### src/rtl/branch_history_table.sv
// branch_history_table
// Dynamic branch predictor built from 2-bit saturating counters indexed by PC.
// The ID stage reads the table combinationally to get a taken/not-taken
// prediction. The EX stage writes the resolved outcome back one edge later.
// The mispredict flag is derived from the prediction carried down the
// pipeline, not from the live table, so that flush decisions match what ID
// actually fetched. Two saturating statistics counters track resolved
// branches and mispredictions for performance measurement.

module branch_history_table #(
    parameter int INDEX_BITS = 4,
    parameter int CNT_W      = 16
) (
    input  logic             clk_i,
    input  logic             rst_i,
    input  logic [31:0]      lookup_pc_i,
    output logic             predict_o,
    input  logic             resolve_valid_i,
    input  logic [31:0]      resolve_pc_i,
    input  logic             resolve_predict_i,
    input  logic             resolve_taken_i,
    output logic             mispredict_o,
    output logic [CNT_W-1:0] branch_count_o,
    output logic [CNT_W-1:0] mispredict_count_o
);

    localparam int DEPTH = 1 << INDEX_BITS;

    // Counter encoding: 00 strong NT, 01 weak NT, 10 weak T, 11 strong T.
    localparam logic [1:0] CTR_STRONG_NT = 2'b00;
    localparam logic [1:0] CTR_STRONG_T  = 2'b11;
    localparam logic [1:0] CTR_STEP      = 2'b01;

    localparam logic [CNT_W-1:0] CNT_ZERO = {CNT_W{1'b0}};
    localparam logic [CNT_W-1:0] CNT_ONE  = {{(CNT_W-1){1'b0}}, 1'b1};
    localparam logic [CNT_W-1:0] CNT_MAX  = {CNT_W{1'b1}};

    // Move a 2-bit predictor counter one step toward the observed outcome,
    // saturating at either end.
    function automatic logic [1:0] ctr_step(input logic [1:0] ctr,
                                            input logic       taken);
        logic [1:0] res;
        res = ctr;
        if (taken) begin
            if (ctr != CTR_STRONG_T) begin
                res = ctr + CTR_STEP;
            end else begin
                res = ctr;
            end
        end else begin
            if (ctr != CTR_STRONG_NT) begin
                res = ctr - CTR_STEP;
            end else begin
                res = ctr;
            end
        end
        return res;
    endfunction

    // Increment a statistics counter, holding at all-ones instead of wrapping.
    function automatic logic [CNT_W-1:0] sat_inc(input logic [CNT_W-1:0] val);
        logic [CNT_W-1:0] res;
        if (val != CNT_MAX) begin
            res = val + CNT_ONE;
        end else begin
            res = val;
        end
        return res;
    endfunction

    // State
    logic [1:0]       r_table [DEPTH];
    logic [CNT_W-1:0] r_branch_count;
    logic [CNT_W-1:0] r_mispredict_count;

    // Combinational helpers
    logic [INDEX_BITS-1:0] w_lookup_idx;
    logic [INDEX_BITS-1:0] w_resolve_idx;
    logic [1:0]            w_lookup_ctr;
    logic [1:0]            w_resolve_ctr;
    logic [1:0]            w_resolve_ctr_nxt;
    logic                  w_mispredict;
    logic [CNT_W-1:0]      w_branch_count_nxt;
    logic [CNT_W-1:0]      w_mispredict_count_nxt;
    logic                  w_unused_pc_bits;

    // Only the index field of each PC selects a table entry; the remaining
    // bits are deliberately dropped, so PCs that share an index alias.
    assign w_lookup_idx  = lookup_pc_i[INDEX_BITS+1:2];
    assign w_resolve_idx = resolve_pc_i[INDEX_BITS+1:2];
    assign w_unused_pc_bits = ^{lookup_pc_i[31:INDEX_BITS+2], lookup_pc_i[1:0],
                                resolve_pc_i[31:INDEX_BITS+2], resolve_pc_i[1:0]};

    // Table reads: prediction for ID and current state of the entry being resolved.
    always_comb begin
        w_lookup_ctr      = r_table[w_lookup_idx];
        w_resolve_ctr     = r_table[w_resolve_idx];
        w_resolve_ctr_nxt = ctr_step(w_resolve_ctr, resolve_taken_i);
    end

    // Mispredict compares the carried prediction against the actual outcome;
    // an invalid (flushed) slot never flags.
    always_comb begin
        w_mispredict = 1'b0;
        if (resolve_valid_i) begin
            w_mispredict = (resolve_predict_i != resolve_taken_i);
        end else begin
            w_mispredict = 1'b0;
        end
    end

    // Next values for the statistics counters.
    always_comb begin
        w_branch_count_nxt     = r_branch_count;
        w_mispredict_count_nxt = r_mispredict_count;
        if (resolve_valid_i) begin
            w_branch_count_nxt = sat_inc(r_branch_count);
            if (w_mispredict) begin
                w_mispredict_count_nxt = sat_inc(r_mispredict_count);
            end else begin
                w_mispredict_count_nxt = r_mispredict_count;
            end
        end else begin
            w_branch_count_nxt     = r_branch_count;
            w_mispredict_count_nxt = r_mispredict_count;
        end
    end

    // Predictor table: reset to strongly taken, then train on each resolved branch.
    // No write-through bypass: a same-cycle lookup sees the pre-update value.
    always_ff @(posedge clk_i or posedge rst_i) begin
        if (rst_i) begin
            for (int i = 0; i < DEPTH; i++) begin
                r_table[i] <= CTR_STRONG_T;
            end
        end else if (resolve_valid_i) begin
            r_table[w_resolve_idx] <= w_resolve_ctr_nxt;
        end
    end

    // Statistics counters.
    always_ff @(posedge clk_i or posedge rst_i) begin
        if (rst_i) begin
            r_branch_count     <= CNT_ZERO;
            r_mispredict_count <= CNT_ZERO;
        end else begin
            r_branch_count     <= w_branch_count_nxt;
            r_mispredict_count <= w_mispredict_count_nxt;
        end
    end

    // Prediction and mispredict must be zero-latency, so they leave the block
    // combinationally; the counts come straight from registers.
    assign predict_o          = w_lookup_ctr[1];
    assign mispredict_o       = w_mispredict;
    assign branch_count_o     = r_branch_count;
    assign mispredict_count_o = r_mispredict_count;

endmodule
### config.mk
export PLATFORM = sky130hd
export DESIGN_NAME = branch_history_table
export DESIGN_NICKNAME = d
export VERILOG_FILES = /design/src/rtl/branch_history_table.sv
export SDC_FILE = /design/constraint.sdc
export NUM_CORES = 1
export LEC_CHECK = 0
export BUFFER_PORTS_ARGS = -buffer_cell sky130_fd_sc_hd__buf_2
export CORE_ASPECT_RATIO = 1.4
export CORE_MARGIN = 3
export CORE_UTILIZATION = 35
export CTS_BUF_LIST = sky130_fd_sc_hd__clkbuf_16
export CTS_CLUSTER_DIAMETER = 200
export DETAILED_ROUTE_END_ITERATION = 8
export SLEW_MARGIN = 10
export SYNTH_ARGS = -nofsm -noshare
export SYNTH_HDL_FRONTEND = slang
export SYNTH_SLANG_ARGS = --single-unit
### constraint.sdc
create_clock -name clk_i -period 3.7 [get_ports clk_i]
set_input_delay 0.37 -clock clk_i [delete_from_list [all_inputs] [get_ports clk_i]]
set_output_delay 0.37 -clock clk_i [all_outputs]
set_load 0.05 [all_outputs]
==> metrics, run 1 <==
Cells after Synth 268; CTS resizes 0; sw frac 34.5%; GRT Total Usage 15.1%; Starting Density 36.3%; Int Pwr 1.86 mW; Top delay family on crit path compound AO/OA/AOI/OAI gates; io pins 103; sequential power share 40.5%; leading area contributor after synthesis dfstp_2; CP max stage delay 1000 ps; flops & latches, synth 64; largest family of logic cells by synthesized area multiplexers; WL met3 219 um; drt wl/cell 16.9 um; GRT overflow 0; Final Wtd Congestion 0.851; Worst-Skew Late Latency 330 ps; Most common cell on crit path nand3_1; leading cell type in the layout, fill and taps excluded buf_2; max_slew headroom 22.8%; Synth Area in Compound Gates 3.65%; Die Height 121 um; filler instances 858; Worst Path Max Fanout 4; Startpoint Class register; Vias/cell 5.31; crit path max-delay cell type a2111oi_0; vias in the first global route 2342; routed metal-1 wirelength 3190 um; Reg clk slew, reported paths 50 ps; worst-path cell chain ha_1 > nand3_1 > nor3_1 > a2111oi_0 > nand3_1 > xnor2_1; DP Wirelength 5190 um; metal2 WL 3680 um; row count 41; Final Setup Violations 0; die area 10600 um^2; part of the cycle the worst path needs 63.2%; Clock Skews 4.24 ps; Post-Synth XOR/XNOR Area 7.98%; DRC violations left 0; setup_tns 0 ps; DRT iter0 DRCs 94; core footprint 9080 um^2; RSZ-0062 raised after global routing false; Die X 88.0 um; CP Capture Type register; DR pass1 iterations 4; Switch Pwr 0.980 mW; # clock sinks 64; Syn. warnings 0; maximum vdd drop 394 uV; simple-gate portion of the synthesized area 13.4%; Data arrival, critical path 2550 ps; Hold Worst Slack 216 ps; Final Max Tran Viols 0; distinct cell type count after synthesis 36; clock root buffer clkbuf_16; max-cap viol count 0; WP data required 3920 ps; Avg Inst Size Synth 12.3 um^2; total number of vias 2285; antenna diode count 0; post-synth top area share 25.5%; initial antenna violation count 0; Synth Net Count 339; Pwr Density 725 nW/um^2; Tmin final 2340 ps; commonest cells after routing, fill and taps aside 46 x buf_2, 32 x dfrtp_1, 32 x dfstp_2; Max clock buf depth 2; H-tree levels 3; critical path type reg -> reg; Area Overhead vs Synth 18.9%; ranking of synthesized cells by area dfstp_2 26%, dfrtp_1 24%, mux4_2 8.2%; pin count of the biggest net entering global routing 54; remaining antenna violation count 0; hold_buf cts 0; worst hold path type in -> async; leakage power 1.68 nW; Worst-Margin Slew 1130 ps; CTS tree yes; sum of buffers and inverters on the critical path 0; I/O Buffers 46; FMAX 428 MHz; Final nets 389; Final Hold Viols 0; Comb power frac 30.4%; sequential area share after synthesis 49.8%; global-route wire length before repair 12200 um; area of the mapped netlist 3290 um^2; clock share of power 29.1%; top routing layer used met4; CTS Buf Count 9; post-CTS setup buffer count 0; status complete, no violations; Synth Area in Adders 1.75%; final wirelength 7270 um; share of cells above drive strength 1 43.3%; mux contribution to synthesized area 21.8%
[through the flow]
stage / cell area, um^2 / std cells / worst slack (ps) / util (%) / power, mW
floorplan: 3290 / 268 / 1490 / - / 1.81
global placement: 3630 / 414 / 1030 / 40.0 / 2.01
detailed placement: 3630 / 414 / 1040 / 40.0 / 2.03
CTS: 3920 / 430 / 1340 / 43.1 / 2.87
global route: 3920 / 430 / 1190 / 43.1 / 3.00
finish: 3920 / 430 / 1360 / 43.1 / 2.84
[cells in the mapped netlist, drive strengths merged]
library cell,n
o21a,1
nand3,16
and4,2
a21oi,10
buf,1
clkbuf,7
o211ai,1
a2111oi,1
ha,2
maj3,3
nand3b,1
nand2b,2
mux2i,2
and3,6
nand4,13
a31oi,2
nor3,5
xor2,7
nor3b,1
mux2,32
xnor2,23
inv,4
a211oi,1
mux4,13
o21ai,2
nor2b,2
nor2,25
a41oi,1
dfstp,32
and2,1
dfrtp,32
a21boi,1
nand2,16
[routing by layer]
metal / up-vias / global-route usage [%]
met2: 44 / 23.4
met5: - / 0
li1: 1076 / -
met1: 1153 / 19.8
met3: 12 / 2.66
met4: 0 / 7.87
[sequential cells by signal (all words and copies together), names as in the netlist]
name	count
r_table	32
mispredict_count_o	16
branch_count_o	16
[layout make-up]
cell class,instances,area [um^2],area share [%]
sequential,64,1640,41.9
inverter,4,16.3,0.415
tap,107,134,3.42
clock buffer,9,225,5.75
multi-input combinational,192,1600,40.8
clock inverter,7,62.6,1.60
timing repair buffer,47,238,6.07
[power groups by stage]
stage | clock network (mW) | registers [mW] | logic, mW
floorplan | 0 | 1.35 | 0.466
global placement | 0 | 1.15 | 0.858
detailed placement | 0 | 1.16 | 0.871
CTS | 0.840 | 1.15 | 0.875
global route | 0.881 | 1.18 | 0.931
finish | 0.826 | 1.15 | 0.864
[path summary, 6_finish.rpt]
check,from,depth (start not counted),slack [ps],endpoint
hold / removal,rst_i,2,220,mispredict_count_o[12]
min in group clk_i,branch_count_o[10],1,490,branch_count_o[10]
max in group asynchronous,rst_i,3,2720,r_table[17]
hold reg to reg,branch_count_o[10],1,490,branch_count_o[10]
setup reg to reg,mispredict_count_o[0],6,1360,mispredict_count_o[13]
setup / recovery,mispredict_count_o[0],6,1360,mispredict_count_o[13]
[cells by family (layout without fill, tap and decap cells)]
logic type,after synthesis,count (layout)
multiplexers,47,47
flip-flops,64,64
buffers and inverters,12,67
adder cells (fa/ha/maj),5,5
AND/OR/NAND/NOR,90,90
AO/OA/AOI/OAI,20,20
XOR/XNOR,30,30
Note: power is estimated with default switching activity, not from simulation.
==> run 2, diff against run 1 <==
ABC_AREA = 1   (was not set)
clock period = 2.35 ns   (was 3.7 ns; I/O delays follow)
==> run 2 against run 1 <==
Effect of this change: the flow now finishes with violations (hold timing); first-iteration DRC count increased by 53%; maximum frequency increased by 21%; combinational power increased by 33%; sequential power increased by 43%; via count increased by 35%; design area increased by 6.3%.
==> metrics, run 2 <==
max-cap viol count 0; leading cell type in the layout, fill and taps excluded nand2_1; CTS tree yes; row count 42; status complete, but fails checks; I/O Buffers 46; vias in the first global route 3111; sw frac 38.5%; distinct cell type count after synthesis 28; Tmin final 1940 ps; async set-reset flop share out of synthesis 100%; DRT iter0 DRCs 144; max reg flops 32; drt wl/cell 13.1 um; max_slew headroom 57.7%; Post-Place Setup Slack 413 ps; io pins 103; RSZ-0062 raised after global routing false; Worst-Margin Slew 634 ps; Cells after Synth 461; hold_buf cts 0; global-route wire length before repair 14800 um; Hold Worst Slack -9.52 ps; Area Overhead vs Synth 16.9%; Worst Path Max Fanout 8; most common cell in the netlist nand2_1; commonest cells after routing, fill and taps aside 178 x nand2_1, 46 x inv_1, 46 x buf_2; number of synthesized flops with an enable pin 0; part of the cycle the worst path needs 82.5%; Final Hold Viols 16; Reg clk slew, reported paths 50 ps; Worst-Skew Late Latency 330 ps; CP Capture Type register; share of cells above drive strength 1 22.1%; FF-to-FF setup slack 410 ps; DP Wirelength 6160 um; Die Height 125 um; post-synth top area share 23.6%; dpl cell area 3910 um^2; Final Setup Violations 0; DR pass1 iterations 4; worst hold path type in -> async; GRT overflow 0; die area 11400 um^2; Comb power frac 29.3%; core footprint 9670 um^2; sequential area share after synthesis 46.1%; clock share of power 28.8%; Pwr Density 945 nW/um^2; Data arrival, critical path 2150 ps; WP data required 2560 ps; leading area contributor after synthesis dfstp_2; post-CTS setup buffer count 0; Synth Flop Type dfstp_2; sequential power share 41.8%; DRC violations left 0; Finished Cell Area 4170 um^2; FMAX 516 MHz; Final Util 43.1%; remaining antenna violation count 0; critical path type reg -> reg; H-tree levels 3; Clock Skews 7.47 ps; Max clock buf depth 2; antenna diode count 0; Reg with most FFs r_table; ranking of synthesized cells by area dfstp_2 24%, dfrtp_1 22%, nand2_1 19%; initial antenna violation count 0; Final Max Tran Viols 0; crit path launch branch_count_o[0]; Synth Net Count 532; CTS Buf Count 9; clock root buffer clkbuf_16; Starting Density 36.8%; CTS resizes 0; most frequent cells after synthesis 178 x nand2_1, 43 x inv_1, 39 x nor2_1; Syn. warnings 0; maximum vdd drop 724 uV; Int Pwr 2.42 mW; failing checks hold timing; setup ws final 412 ps; Avg Inst Size Synth 7.73 um^2; Final nets 582; worst flop-to-flop path startpoint branch_count_o[0]; final wirelength 8490 um; Switch Pwr 1.52 mW; pin count of the biggest net entering global routing 37; leakage power 2.08 nW; total number of vias 3091; area of the mapped netlist 3560 um^2; Startpoint Class register; GRT Total Usage 16.0%; Die X 91.3 um; Vias/cell 4.77; flops & latches, synth 64; Final Wtd Congestion 0.874; setup_tns 0 ps; # clock sinks 64
==> run 2: final timing paths <==
path,cells past startpoint,endpoint
worst max-delay path,8,branch_count_o[5]
worst min-delay path,2,branch_count_o[5]
worst max register to register,8,branch_count_o[5]
worst min register to register,2,r_table[20]
max in group asynchronous,3,r_table[16]
min in group clk_i,5,r_table[28]
==> run 2: per-layer routing <==
layer	vias up	track usage, %	wire, um
met5	-	0	0
met4	0	8.08	210
li1	1540	-	-
met2	65	27.1	4300
met1	1471	19.7	3670
met3	15	2.40	301
==> run 2: layout make-up <==
cell class	instances	area (um^2)
Timing Repair Buffer	48	258
Inverter	44	168
Sequential cell	64	1640
Clock inverter	7	26.3
Fill cell	1020	5500
Tap cell	132	165
Clock buffer	9	225
Multi-Input combinational cell	344	1680
==> run 2: metrics by stage <==
stage               std cells  total power [mW]
global placement          632              2.81
CTS                       648              3.99
floorplan                 461              2.52
global route              648              4.18
finish                    648              3.94
detailed placement        632              2.83
==> run 2: worst max-delay path, stage by stage, from the launching register on <==
cell and delay [ps]:
dfrtp_1 410, ha_1 230, nand3_1 140, nor2_1 100, nand3_1 70, nand2_1 170
nor2_1 390, nand3_1 150, xor2_1 170
==> run 2: kinds of logic (layout without fill, tap and decap cells) <==
group           count (synthesis)  count (layout)  synth area share (%)
compound gates                 17              17                  2.99
xor+xnor                       29              29                  7.13
fa+ha+maj                       2               2                 0.702
buf+inv                        53             108                  6.71
flops                          64              64                  46.1
mux                             4               4                  1.12
simple gates                  292             292                  35.3
==> run 2: power by group through the flow <==
| stage | logic (mW) | clock network, mW | registers (mW) |
|---|---|---|---|
| 6_report | 1.15 | 1.13 | 1.65 |
| 5_1_grt | 1.27 | 1.21 | 1.69 |
| 4_1_cts | 1.17 | 1.17 | 1.65 |
| 3_5_place_dp | 1.17 | 0 | 1.66 |
| 3_3_place_gp | 1.15 | 0 | 1.66 |
| 2_1_floorplan | 0.544 | 0 | 1.98 |
